## config.mk

```make
export PLATFORM = sky130hd
export DESIGN_NAME = fusion_seq_ctrl
export DESIGN_NICKNAME = d
export VERILOG_FILES = /design/src/rtl/fusion_seq_ctrl.sv
export SDC_FILE = /design/constraint.sdc
export NUM_CORES = 1
export LEC_CHECK = 0
export CAP_MARGIN = 20
export CORE_UTILIZATION = 45
export CTS_BUF_LIST = sky130_fd_sc_hd__clkbuf_2
export CTS_CLUSTER_DIAMETER = 40
export CTS_CLUSTER_SIZE = 40
export DETAILED_ROUTE_END_ITERATION = 16
export PLACE_DENSITY = 0.72
export RECOVER_POWER = 50
export SKIP_LAST_GASP = 1
export SLEW_MARGIN = 40
export SYNTH_ARGS = -nofsm -noshare
export SYNTH_HDL_FRONTEND = slang
export SYNTH_SLANG_ARGS = --single-unit
```

## constraint.sdc

```tcl
create_clock -name clk -period 6 [get_ports clk]
set_input_delay 0.9 -clock clk [delete_from_list [all_inputs] [get_ports clk]]
set_output_delay 0.9 -clock clk [all_outputs]
set_load 0.02 [all_outputs]
```

## src/rtl/fusion_seq_ctrl.sv

```systemverilog
// Job sequencer for one fusion_unit: streams operand words, sums the
// product lanes of each result and returns the scalar over valid/ready.
module fusion_seq_ctrl #(
  parameter int FU_LAT = 1,
  parameter int LEN_W  = 16,
  parameter int ACC_W  = 32
) (
  input  logic             clk,
  input  logic             rst,
  input  logic             job_valid,
  output logic             job_ready,
  input  logic [1:0]       job_cfga,
  input  logic [1:0]       job_cfgb,
  input  logic             job_sa,
  input  logic             job_sb,
  input  logic [LEN_W-1:0] job_len,
  input  logic             op_valid,
  output logic             op_ready,
  input  logic [7:0]       op_a,
  input  logic [7:0]       op_b,
  output logic [7:0]       fu_a,
  output logic [7:0]       fu_b,
  output logic             fu_sa,
  output logic             fu_sb,
  output logic [1:0]       fu_cfga,
  output logic [1:0]       fu_cfgb,
  input  logic [63:0]      fu_out,
  output logic             res_valid,
  input  logic             res_ready,
  output logic [ACC_W-1:0] res_data,
  output logic             busy,
  output logic             cfg_err
);

  localparam logic [1:0] IDLE  = 2'd0;
  localparam logic [1:0] RUN   = 2'd1;
  localparam logic [1:0] DRAIN = 2'd2;
  localparam logic [1:0] DONE  = 2'd3;

  logic [1:0]       state;
  logic [LEN_W-1:0] len;
  logic [LEN_W-1:0] issued;
  logic [FU_LAT:0]  vpipe;
  logic [ACC_W-1:0] acc;
  logic [ACC_W-1:0] lane_sum;
  logic             job_fire;
  logic             cfg_bad;
  logic             op_fire;
  logic             last_fire;
  logic             sx;
  logic             one_lane;
  logic             two_lane;

  function automatic logic [ACC_W-1:0] ext(
    input logic [15:0] v,
    input logic        s
  );
    return s ? {{(ACC_W-16){v[15]}}, v}
             : {{(ACC_W-16){1'b0}}, v};
  endfunction

  assign job_ready = (state == IDLE);
  assign busy      = (state != IDLE);
  assign res_valid = (state == DONE);
  assign res_data  = acc;

  assign job_fire  = job_valid & job_ready;
  assign cfg_bad   = (job_cfga == 2'b11) | (job_cfgb == 2'b11);
  assign op_ready  = (state == RUN) && (issued < len);
  assign op_fire   = op_valid & op_ready;
  assign last_fire = op_fire && (issued == len - 1'b1);

  assign sx       = fu_sa | fu_sb;
  assign one_lane = ({fu_cfga, fu_cfgb} == 4'b1010);
  assign two_lane = ({fu_cfga, fu_cfgb} == 4'b1001)
                  | ({fu_cfga, fu_cfgb} == 4'b0110);

  // Lane layout depends only on the latched precision pair.
  always_comb begin
    lane_sum = ext(fu_out[15:0], sx);
    if (!one_lane)
      lane_sum = lane_sum + ext(fu_out[47:32], sx);
    if (!one_lane && !two_lane)
      lane_sum = lane_sum + ext(fu_out[31:16], sx)
                          + ext(fu_out[63:48], sx);
  end

  always_ff @(posedge clk or posedge rst) begin
    if (rst) begin
      state   <= IDLE;
      len     <= '0;
      issued  <= '0;
      vpipe   <= '0;
      acc     <= '0;
      fu_a    <= '0;
      fu_b    <= '0;
      fu_sa   <= 1'b0;
      fu_sb   <= 1'b0;
      fu_cfga <= '0;
      fu_cfgb <= '0;
      cfg_err <= 1'b0;
    end else begin
      cfg_err <= 1'b0;
      vpipe   <= {vpipe[FU_LAT-1:0], op_fire};
      if (vpipe[FU_LAT])
        acc <= acc + lane_sum;
      unique case (state)
        IDLE: begin
          if (job_fire) begin
            if (cfg_bad) begin
              cfg_err <= 1'b1;
            end else begin
              fu_cfga <= job_cfga;
              fu_cfgb <= job_cfgb;
              fu_sa   <= job_sa;
              fu_sb   <= job_sb;
              len     <= job_len;
              issued  <= '0;
              acc     <= '0;
              state   <= (job_len == '0) ? DONE : RUN;
            end
          end
        end
        RUN: begin
          if (op_fire) begin
            fu_a   <= op_a;
            fu_b   <= op_b;
            issued <= issued + 1'b1;
            if (last_fire)
              state <= DRAIN;
          end
        end
        DRAIN: begin
          // Only the tail may be set: it is summed on this same edge.
          if (vpipe[FU_LAT-1:0] == '0)
            state <= DONE;
        end
        DONE: begin
          if (res_ready)
            state <= IDLE;
        end
        default: state <= IDLE;
      endcase
    end
  end

endmodule

```

Word-level counts from Yosys, hierarchy flattened
Cells that the tools add are included.
W data, S select, Z words.
{ "totals": {"ff_bits": 91, "latchBits": 0, "ram_bits": 0, "rom_bits": 0, "inputBits": 107, "out_inout_bits": 59, "word_cells": 78, "memories": 0} }
{ "op_classes": {"add_sub_neg": 6, "mul": 0, "n_div": 0, "n_lt_le_gt_ge": 1, "n_eq_ne": 15, "shifts": 0, "muxes": 25, "bitwise_logic": 6, "reduce_logical": 13} }
{ "ops": {"columns": ["op", "n"], "rows": [
  ["$mux W32", 10],
  ["$add A32 B32 Y32", 4],
  ["$mux W16", 3],
  ["$pmux W16 S2", 1],
  ["$add A16 B1 Y16 const B", 1],
  ["$eq A16 B16 Y1", 1],
  ["$logic_not A16 Y1", 1],
  ["$lt A16 B16 Y1", 1],
  ["$sub A16 B1 Y16 const B", 1],
  ["$mux W2", 7],
  ["$eq A2 B2 Y1 const B", 4],
  ["$eq A4 B4 Y1 const B", 2],
  ["$ne A2 B2 Y1 const B", 4],
  ["$pmux W2 S4", 1],
  ["$reduce_and A6 Y1", 1],
  ["$eq A4 B3 Y1 const B", 1],
  ["$ne A2 B1 Y1 const B", 2],
  ["$reduce_and A4 Y1", 1],
  ["$reduce_bool A2 Y1", 2],
  ["$logic_and A1 B1 Y1", 3],
  ["$mux W1", 3],
  ["$or A1 B1 Y1", 3],
  ["$reduce_and A3 Y1", 1],
  ["$and A1 B1 Y1", 2],
  ["5 further kinds", 6]
]} }

Longest topological paths before layout
Gate-level depths: netlist of the first run.
{ "logic_depth": {"ltp_word": 12, "mapped_depth": 35, "mapped_depth_nobuf": 34} }

Least setup slack after synthesis of the first run
Ideal clock, no wire load.
{ "synth_timing": {"kind": "input-to-reg", "startpoint": "input port fu_out[0]", "endpoint": "register acc[30], in the netlist res_data[30]", "setup_time_ns": 0.128, "arrival_time_ns": 7.192, "t_required_ns": 5.872, "slack_ns": -1.321, "cell_stages": 32, "n_path_buf": 0, "cell_sequence": "ha_1 -> fa_1 -> a21o_1 -> a21oi_2 -> o21bai_1 -> a21oi_2 -> o21ai_1 -> a221o_1 -> a2111oi_0 -> a41oi_1 -> a21o_1 -> fa_1 -> inv_1 -> ha_1 -> a21oi_1 -> nor2b_1 -> o21a_1 -> a311oi_2 -> o21ai_1 -> a21o_1 -> a21oi_1 -> xor2_1 -> o21ai_1 -> ha_1 -> a21o_1 -> a21o_1 -> a221oi_1 -> o21a_1 -> o31ai_1 -> a22oi_1 -> mux2i_1 -> o21ai_0"} }
{ "synth_between": {"elab_chain_len": 11} }
{ "synth_rtl": {"columns": ["item", "line_no", "text"], "rows": [
  ["start: declaration", "27", "input logic [63:0] fu_out,"],
  ["$mux W32 (*)", "58", "return s ? {{(ACC_W-16){v[15]}}, v}"],
  ["$add A32 B32 Y32", "82", "lane_sum = lane_sum + ext(fu_out[47:32], sx);"],
  ["$mux W32 (*)", "81", "if (!one_lane)"],
  ["$add A32 B32 Y32", "84", "lane_sum = lane_sum + ext(fu_out[31:16], sx)"],
  ["$add A32 B32 Y32", "85", "+ ext(fu_out[63:48], sx);"],
  ["$mux W32 (*)", "83", "if (!one_lane && !two_lane)"],
  ["$add A32 B32 Y32 (*)", "106", "acc <= acc + lane_sum;"],
  ["$mux W32 (*)", "105", "if (vpipe[FU_LAT])"],
  ["$mux W32", "110", "if (cfg_bad) begin"],
  ["$mux W32", "109", "if (job_fire) begin"],
  ["$mux W32 (*)", "107", "unique case (state)"],
  ["end signal: assignment", "106", null],
  ["end: declaration", "44", "logic [ACC_W-1:0] acc;"]
]} }
Mark *: on every way between the ends. The rest lies on a longest branch, timed or not.
A chain may end at the register's enable or synchronous reset.

Worst setup path in the final report of the first run
{ "layout_timing": {"startpoint": "input port fu_out[10]", "endpoint": "register acc[31], in the netlist res_data[31]"} }
Same word-level chain as after synthesis.

==> metrics.txt, run 1 <==
# TYPE chip_impl_metric gauge
chip_impl_info{name="result_of_the_run",value="finished with violations"} 1
chip_impl_info{name="failing_checks",value="max-capacitance violations, max-slew violations, negative setup slack"} 1
chip_impl_metric{name="drt_drc_violations_left",unit=""} 0
chip_impl_info{name="rsz0062_at_grt",value="yes"} 1
chip_impl_metric{name="cts.sink_count",unit=""} 91
chip_impl_metric{name="drtIter0Drc",unit=""} 627
chip_impl_info{name="worstHoldPathType",value="flop to flop"} 1
chip_impl_metric{name="skew_final",unit="ns"} 0.0744
chip_impl_metric{name="synth_sequential_area_ratio",unit="%"} 23.2
chip_impl_metric{name="finalSetupViolCount",unit=""} 12
chip_impl_metric{name="worst_ep_required_time",unit="ns"} 6.63
chip_impl_metric{name="grt-ovfl-total",unit=""} 0
chip_impl_info{name="startpoint",value="fu_out[10]"} 1
chip_impl_info{name="cts_tree",value="built"} 1
chip_impl_metric{name="numCtsBuffers",unit=""} 9
chip_impl_metric{name="achievable_freq",unit="MHz"} 154
chip_impl_metric{name="detailed_place.area",unit="um^2"} 13500
chip_impl_metric{name="worst_case_setup_margin_in_the_final_layout",unit="ns"} -0.489
chip_impl_metric{name="finalNetCount",unit=""} 1832
chip_impl_metric{name="syn_nets",unit=""} 1418
chip_impl_metric{name="max_cap_check_violation_count",unit=""} 2
chip_impl_info{name="ys.flop_type",value="dfrtp_1"} 1
chip_impl_metric{name="insertion_delay",unit="ns"} 0.66
chip_impl_metric{name="total_routing_usage_reported_by_global_routing",unit="%"} 27.1
chip_impl_metric{name="place.gp.congestion",unit=""} 0.932
chip_impl_info{name="timing.critical_path.slowest_stage_cell",value="clkdlybuf4s50_1"} 1
chip_impl_info{name="worst_setup_path_start_kind",value="input pin"} 1
chip_impl_metric{name="synth_top_area_share",unit="%"} 23.2
chip_impl_metric{name="port_buffers",unit=""} 165
chip_impl_metric{name="routed_via_count",unit=""} 10200
chip_impl_metric{name="clk_path_buf_depth",unit=""} 2
chip_impl_metric{name="clk_transition_reported_paths",unit="ns"} 0.35
chip_impl_metric{name="slowest_delay",unit="ns"} 0.46
chip_impl_metric{name="final_layout_size_suffix_gt1_share",unit="%"} 27.9
chip_impl_info{name="cts_root_buf",value="clkbuf_2"} 1
chip_impl_metric{name="route.antenna.remaining_nets",unit=""} 0
chip_impl_metric{name="cell_area_after_synthesis",unit="um^2"} 9800
chip_impl_metric{name="antenna_violations_before_repair",unit=""} 1
chip_impl_metric{name="post_synth_inst_count",unit=""} 1173
chip_impl_metric{name="die_height",unit="um"} 150
chip_impl_metric{name="place_hpwl",unit="um"} 23300
chip_impl_metric{name="timing.critical_path.fanout_max",unit=""} 3
chip_impl_info{name="synth_area_leader",value="dfrtp_1"} 1
chip_impl_metric{name="wire_length_of_the_first_global_routing_pass",unit="um"} 48100
chip_impl_metric{name="synth-warning-count",unit=""} 0
chip_impl_metric{name="grt_max_degree",unit=""} 53
chip_impl_info{name="cp_class",value="input pin to flop"} 1
chip_impl_info{name="min-delay-start",value="vpipe[0]"} 1
chip_impl_metric{name="maxSlewHeadroom",unit="%"} -79.5
chip_impl_metric{name="synth-seq-cells",unit=""} 91
chip_impl_metric{name="grt_pass1_vias",unit=""} 9898
chip_impl_metric{name="worst_hold_slack",unit="ns"} 0.416
chip_impl_metric{name="htree_levels",unit=""} 3
chip_impl_metric{name="maxSlewViolCount",unit=""} 94
chip_impl_info{name="crit_path_frequent_cell",value="a21oi_2"} 1
chip_impl_metric{name="synth_unique_cells",unit=""} 75
chip_impl_metric{name="dp_worst_setup_slack",unit="ns"} -1.66
chip_impl_metric{name="aggregate_routed_wire_length",unit="um"} 30900
chip_impl_metric{name="start_util",unit="%"} 46.2
chip_impl_metric{name="die-area",unit="um^2"} 22400
chip_impl_metric{name="placement_rows",unit=""} 53
chip_impl_metric{name="layout.cell_area.non_filler",unit="um^2"} 14500
chip_impl_info{name="synth_commonest_cells",value="120 x nand2_1, 104 x ha_1, 98 x o21ai_0"} 1
chip_impl_metric{name="share_of_async_settable_or_async_resettable_flops_after_synthesis",unit="%"} 100
chip_impl_metric{name="finalCriticalPeriod",unit="ns"} 6.49
chip_impl_metric{name="synth-edff-count",unit=""} 0
chip_impl_metric{name="transition_time_at_the_pin_with_the_least_slew_margin",unit="ns"} 2.69
chip_impl_metric{name="hold_violations",unit=""} 0
chip_impl_info{name="rr_startpoint",value="fu_cfgb[0]"} 1
chip_impl_metric{name="firstDrtPassIters",unit=""} 6
chip_impl_metric{name="syn2layout_area_growth",unit="%"} 48.1
chip_impl_metric{name="routed_via_density",unit=""} 5.46
chip_impl_metric{name="timing.final.crit_share",unit="%"} 108
chip_impl_metric{name="syn-mean-instance-area",unit="um^2"} 8.36
chip_impl_info{name="yosys.cell_count.top_type",value="nand2_1"} 1
chip_impl_info{name="cp-end-kind",value="flop"} 1
chip_impl_info{name="synthTopCellsByArea",value="dfrtp_1 23%, ha_1 13%, fa_1 6.9%"} 1
chip_impl_metric{name="floorplan.core_area",unit="um^2"} 21200
chip_impl_metric{name="final_core_utilization",unit="%"} 68.4
chip_impl_metric{name="pin_count",unit=""} 166
chip_impl_metric{name="route.detailed.wl_per_inst",unit="um"} 16.5
chip_impl_metric{name="floorplan.die.width",unit="um"} 150
chip_impl_metric{name="worst_ep_arrival_time",unit="ns"} 7.12
layer usage:
layer	global-route usage [%]	wire (um)	up-vias
li1	-	-	4989
met1	36.7	13900	4828
met2	46.3	14500	342
met3	3.02	2130	33
met4	5.77	346	0
met5	0	0	-
metrics by stage:
| stage | TNS, ns | instances |
|---|---|---|
| finish | -3.70 | 1868 |
| global route | -7.74 | 1868 |
| global placement | -23.29 | 1816 |
| floorplan | -5.81 | 1173 |
| detailed placement | -24.64 | 1816 |
| CTS | -3.10 | 1848 |
state kept, by name, indices dropped and copies added, names as in the netlist, 8 cells and up:
signal	flops
fu_a	8
issued	16
res_data	32
len	16
fu_b	8
final timing paths:
check / end / slack (ns) / depth (start not counted)
setup / recovery: res_data[31] / -0.49 / 34
hold / removal: vpipe[1] / 0.42 / 0
setup reg to reg: res_data[31] / 0.06 / 25
hold reg to reg: vpipe[1] / 0.42 / 0
max in group asynchronous: fu_cfgb[1] / 1.50 / 3
min in group asynchronous: fu_b[4] / 1.24 / 2
layout by cell type (no fill, tap or decap), types with 32 or more instances in the layout:
master and n:
a21oi_1 57, a21oi_2 32, buf_4 256, clkdlybuf4s50_1 148
dfrtp_1 91, fa_1 33, ha_1 87, inv_1 86
nand2_1 112, nor2_1 95, o21ai_0 68, xnor2_1 46
xor2_1 44
layout make-up:
type | instances | area [um^2]
antenna | 1 | 2.50
clock buffer | 9 | 45.0
clock inverter | 7 | 67.6
fill | 1665 | 6700
inverter | 90 | 342
multi-input combinational | 960 | 7710
sequential | 91 | 2280
tap | 275 | 344
timing repair buffer | 435 | 3730
kinds of logic (layout without fill, tap and decap cells):
| group | count (synthesis) | after routing | synth area share, % |
|---|---|---|---|
| other | 0 | 1 | 0 |
| AO/OA/AOI/OAI | 336 | 336 | 21.9 |
| buffers and inverters | 122 | 541 | 4.77 |
| adder cells (fa/ha/maj) | 138 | 138 | 20.2 |
| AND/OR/NAND/NOR | 347 | 347 | 16.6 |
| XOR/XNOR | 95 | 95 | 8.49 |
| flip-flops | 91 | 91 | 23.2 |
| multiplexers | 44 | 44 | 4.75 |
timing repair:
item | in CTS | in global routing
gates cloned | 0 | 0
pin swaps | 31 | 88
endpoints found under the setup margin | 18 | 18
resized for setup | 58 | 111
hold buffers | 0 | 0
buffers inserted | 17 | 21
worst max-delay path, delay by kind of cell:
kind / cells / cell delay [ns]
buffers and inverters: 4 / 0.87
adders and majority gates: 4 / 1.33
AOI/OAI and AO/OA: 15 / 2.39
and+or+nand+nor: 7 / 1.09
xor gates and xnor gates: 4 / 0.53
Power of run 1 is not shown: default switching activity piles up to over one toggle a cycle in this logic, so the estimate is an artifact.
==> inputs of run 2 (changes only) <==
- SKIP_LAST_GASP: 1 -> default
==> metrics.txt, run 2 (same netlist as run 1, synthesis figures left out) <==
# TYPE chip_impl_metric gauge
chip_impl_info{name="cp-end-kind",value="flop"} 1
chip_impl_metric{name="total_routing_usage_reported_by_global_routing",unit="%"} 27.1
chip_impl_metric{name="pin_count",unit=""} 166
chip_impl_metric{name="final_layout_size_suffix_gt1_share",unit="%"} 28.2
chip_impl_metric{name="numCtsBuffers",unit=""} 9
chip_impl_metric{name="aggregate_routed_wire_length",unit="um"} 31000
chip_impl_metric{name="maxSlewViolCount",unit=""} 94
chip_impl_metric{name="start_util",unit="%"} 46.2
chip_impl_metric{name="worst_ep_required_time",unit="ns"} 6.53
chip_impl_metric{name="place_hpwl",unit="um"} 23300
chip_impl_metric{name="placement_rows",unit=""} 53
chip_impl_metric{name="layout.area.seq",unit="um^2"} 2280
chip_impl_info{name="cts_root_buf",value="clkbuf_2"} 1
chip_impl_metric{name="drt_drc_violations_left",unit=""} 0
chip_impl_metric{name="route.antenna.remaining_nets",unit=""} 0
chip_impl_metric{name="routed_via_count",unit=""} 10200
chip_impl_metric{name="grt_pass1_vias",unit=""} 9901
chip_impl_metric{name="finalSetupViolCount",unit=""} 12
chip_impl_metric{name="die-area",unit="um^2"} 22400
chip_impl_metric{name="floorplan.die.width",unit="um"} 150
chip_impl_metric{name="dp_worst_setup_slack",unit="ns"} -1.66
chip_impl_info{name="layout.cells.most_common_list",value="258 x buf_4, 147 x clkdlybuf4s50_1, 115 x nand2_1"} 1
chip_impl_info{name="worstHoldPathType",value="flop to flop"} 1
chip_impl_info{name="cts_tree",value="built"} 1
chip_impl_info{name="cp_class",value="input pin to flop"} 1
chip_impl_metric{name="port_buffers",unit=""} 165
chip_impl_metric{name="worst_ep_arrival_time",unit="ns"} 7.08
chip_impl_metric{name="timing.final.crit_share",unit="%"} 109
chip_impl_info{name="worst_setup_path_start_kind",value="input pin"} 1
chip_impl_metric{name="skew_final",unit="ns"} 0.0753
chip_impl_metric{name="die_height",unit="um"} 150
chip_impl_info{name="result_of_the_run",value="finished with violations"} 1
chip_impl_info{name="failing_checks",value="max-capacitance violations, max-slew violations, negative setup slack"} 1
chip_impl_metric{name="achievable_freq",unit="MHz"} 153
chip_impl_metric{name="slowest_delay",unit="ns"} 0.50
chip_impl_metric{name="floorplan.core_area",unit="um^2"} 21200
chip_impl_metric{name="routed_via_density",unit=""} 5.45
chip_impl_metric{name="cts.sink_count",unit=""} 91
chip_impl_metric{name="place.gp.congestion",unit=""} 0.932
chip_impl_metric{name="max_cap_check_violation_count",unit=""} 2
chip_impl_metric{name="flip_flop_count_of_the_largest_register_all_copies_and_words_added",unit=""} 32
chip_impl_metric{name="htree_levels",unit=""} 3
chip_impl_info{name="mostFrequentLayoutCell",value="buf_4"} 1
chip_impl_metric{name="clk_path_buf_depth",unit=""} 2
chip_impl_metric{name="maxSlewHeadroom",unit="%"} -81.5
chip_impl_metric{name="route.detailed.wl_per_inst",unit="um"} 16.6
chip_impl_metric{name="worst_case_setup_margin_in_the_final_layout",unit="ns"} -0.552
chip_impl_metric{name="antenna_violations_before_repair",unit=""} 1
chip_impl_metric{name="insertion_delay",unit="ns"} 0.66
chip_impl_metric{name="clk_transition_reported_paths",unit="ns"} 0.27
chip_impl_info{name="timing.critical_path.slowest_stage_cell",value="fa_1"} 1
chip_impl_metric{name="grt-ovfl-total",unit=""} 0
chip_impl_metric{name="multi_input_comb_area",unit="um^2"} 7800
chip_impl_info{name="rsz0062_at_grt",value="yes"} 1
chip_impl_metric{name="firstDrtPassIters",unit=""} 5
chip_impl_metric{name="transition_time_at_the_pin_with_the_least_slew_margin",unit="ns"} 2.72
chip_impl_metric{name="finalCriticalPeriod",unit="ns"} 6.55
chip_impl_metric{name="wire_length_of_the_first_global_routing_pass",unit="um"} 48200
chip_impl_metric{name="drtIter0Drc",unit=""} 545
chip_impl_metric{name="timing.critical_path.fanout_max",unit=""} 4
chip_impl_info{name="crit_path_frequent_cell",value="a21o_1"} 1
chip_impl_metric{name="syn2layout_area_growth",unit="%"} 48.8
chip_impl_metric{name="hold_violations",unit=""} 0
chip_impl_metric{name="finalNetCount",unit=""} 1831
chip_impl_metric{name="grt_max_degree",unit=""} 53
chip_impl_metric{name="final_core_utilization",unit="%"} 68.7
chip_impl_metric{name="n_fill_cell",unit=""} 1663
run 2: worst max-delay path, delay by kind of cell:
| family | cells | cell delay (ns) |
|---|---|---|
| and+or+nand+nor | 2 | 0.12 |
| muxes | 1 | 0.12 |
| xor gates and xnor gates | 2 | 0.32 |
| buffers and inverters | 3 | 0.29 |
| AOI/OAI and AO/OA | 21 | 3.83 |
| adders and majority gates | 5 | 1.47 |
run 2: final timing paths:
kind	startpoint	to	slack, ns	cells past startpoint
max reg2reg	fu_cfgb[0]	res_data[31]	0.01	31
min	vpipe[0]	vpipe[1]	0.42	0
min in group asynchronous	rst	fu_b[4]	1.24	2
min reg2reg	vpipe[0]	vpipe[1]	0.42	0
max	fu_out[0]	res_data[26]	-0.55	34
max in group asynchronous	rst	fu_cfgb[1]	1.49	3
run 2: stage by stage:
stage               std cells  setup TNS [ns]  hold slack, ns  area (um^2)
finish                   1867           -4.29           0.416        14600
global route             1867           -8.03           0.436        14600
CTS                      1848           -3.08           0.417        13900
detailed placement       1816          -24.64           0.367        13500
global placement         1816          -23.29           0.363        13500
floorplan                1173           -5.81           0.355         9900
run 2: what timing repair did:
item / CTS / global route
buffers inserted: 17 / 19
setup endpoints to repair: 18 / 18
gates resized for setup: 59 / 113
pin swaps: 31 / 84
hold buffers: 0 / 0
run 2: cell type report:
cell class              instances  area share [%]
multi-input cells             960            53.5
well taps                     275            2.36
inverters                      90            2.34
diodes                          1          0.0172
clock buffers                   9           0.309
repair buffers                434            25.4
clock inverters                 7           0.463
flip-flops and latches         91            15.6
run 2: per-layer routing:
layer	up-vias	GRT usage, %	share of wire (%)
li1	4983	-	-
met1	4824	36.7	44
met5	-	0	0
met2	337	46.3	47
met3	40	3.02	7.0
met4	0	5.77	1.3
Power of run 2 is left out for the same reason.
==> patch: new RTL, flow settings as in run 1 <==
Change the parameter `FU_LAT` from 1 to 2.
--- a/src/rtl/fusion_seq_ctrl.sv
+++ b/src/rtl/fusion_seq_ctrl.sv
@@ -2,5 +2,5 @@
 // product lanes of each result and returns the scalar over valid/ready.
 module fusion_seq_ctrl #(
-  parameter int FU_LAT = 1,
+  parameter int FU_LAT = 2,
   parameter int LEN_W  = 16,
   parameter int ACC_W  = 32
Check against the original RTL: not equivalent (Yosys sat finds a counterexample within 10 cycles, from zero or initial values and one cycle with rst high).
==> patch against run 1 <==
The flow still finishes with violations (max-capacitance violations, max-slew violations, negative setup slack); via count grew 5.0%; area after synthesis is essentially flat; sequential cell count grew 1; routed wire length grew 8.4%; utilization grew 3.6 points; worst setup slack lost 0.25 ns; sequential share of layout area shrank 0.57 points; design area grew 4.9%.
Power is left out: the tool's default activity adds up to more than one toggle a clock period on the data nets, which glitch-free logic cannot reach.
==> patch: results (changes against run 1) <==
metric,value,unit,change
Cells after DPL,1841,,+1.4%
M3 GR Usage,3.84,%,+0.82 points
drt first pass iters,5,,-1
post-CTS resize count,106,,+83%
gr usage total,28.3,%,+1.2 points
Final GP Congestion,0.927,,-0.44%
worst-skew pair later-pin latency,0.60,ns,-0.06 ns
metal3 WL,2150,um,+0.80%
R2R Setup Slk,-0.39,ns,-0.45 ns
Final Max Slew Viols,57,,-39%
largest net degree at the start of global routing,81,,+53%
post-CTS setup repair buffer count,40,,+23
Post-DP Area,13900,um2,+2.5%
reg2reg start,fu_cfga[0],,
CP max-delay cell,fa_1,,
Post-Syn Nets,1420,,+0.14%
FF-to-FF End,res_data[29],,
Synth Area in Adders,20.2,%,about the same
Clock Skews,0.0372,ns,-0.0372 ns
Post-synth top cells,"141 x nand2_1, 104 x ha_1, 92 x dfrtp_1",,
Slew @ Worst Pin,2.96,ns,+0.264 ns
final setup TNS,-5.24,ns,-1.54 ns
Fillers,1482,,-11%
pre-CTS setup slack,-1.89,ns,-0.232 ns
Ys Warns,0,,unchanged
Syn-to-layout area delta,55.5,%,
run status,"finished, violations left",,
mux share of post-synthesis cell area,4.53,%,-0.21 points
CTS clock-pin slew for the worst setup and hold paths,0.28,ns,-0.07 ns
Worst EP arrival,7.28,ns,+0.16 ns
"Distinct cells, synth",71,,-5.3%
met1 Resource Use GR,36.2,%,-0.55 points
Nets,1891,,+3.2%
vias,10697,,+5.0%
DRT met1 WL,14300,um,+2.8%
XOR/XNOR Fraction of Synth Area,7.51,%,-0.98 points
setup ws final,-0.738,ns,-0.249 ns
worst-case reg-to-reg path depth,31,,+24%
global-route met2 utilization,49.4,%,+3.1 points
Synth Area per Inst,8.34,um2,-0.22%
worst setup path start,fu_out[0],,
global-route wire length before repair,50600,um,+5.1%
metal2 WL,16100,um,+11%
sequential area share after synthesis,23.5,%,+0.27 points
largest cells by area after synthesis,"dfrtp_1 23%, ha_1 13%, fa_1 6.9%",,
post-synthesis compound-gate area fraction,21.6,%,-0.30 points
setup violators final,14,,+2
number of maximum-capacitance violations,1,,-1
Final Non-Filler Cells,1927,,+3.2%
failing checks,"max-capacitance violations, max-slew violations, negative setup slack",,
DP HPWL,23700,um,+1.8%
Largest register FFs,32,,unchanged
WL per Instance,17.4,um,+5.1%
CP max FO,3,,unchanged
DR iter-0 viols,583,,-7.0%
[patch: final cells by class]
type / instances / area share, %
flip-flops and latches: 92 / 15.1
well taps: 275 / 2.26
diodes: 1 / 0.0164
clock buffers: 9 / 0.296
repair buffers: 493 / 27.5
clock inverters: 7 / 0.599
multi-input cells: 959 / 51.9
inverters: 91 / 2.28
[patch: worst min-delay path by stage]
stage              from        to  slack, ns  cells past startpoint
3_3_place_gp   vpipe[0]  vpipe[1]       0.36                      0
4_1_cts        vpipe[0]  vpipe[1]       0.40                      0
3_5_place_dp   vpipe[0]  vpipe[1]       0.37                      0
6_report       vpipe[0]  vpipe[1]       0.40                      0
5_1_grt        vpipe[0]  vpipe[1]       0.40                      0
2_1_floorplan  vpipe[0]  vpipe[1]       0.35                      0
[patch: cell families (layout without fill, tap and decap cells)]
family,after synthesis,count (layout)
xor gates and xnor gates,84,84
muxes,42,42
adders and majority gates,138,138
and+or+nand+nor,371,371
buffers and inverters,124,600
DFF,92,92
AOI/OAI and AO/OA,324,324
other,0,1
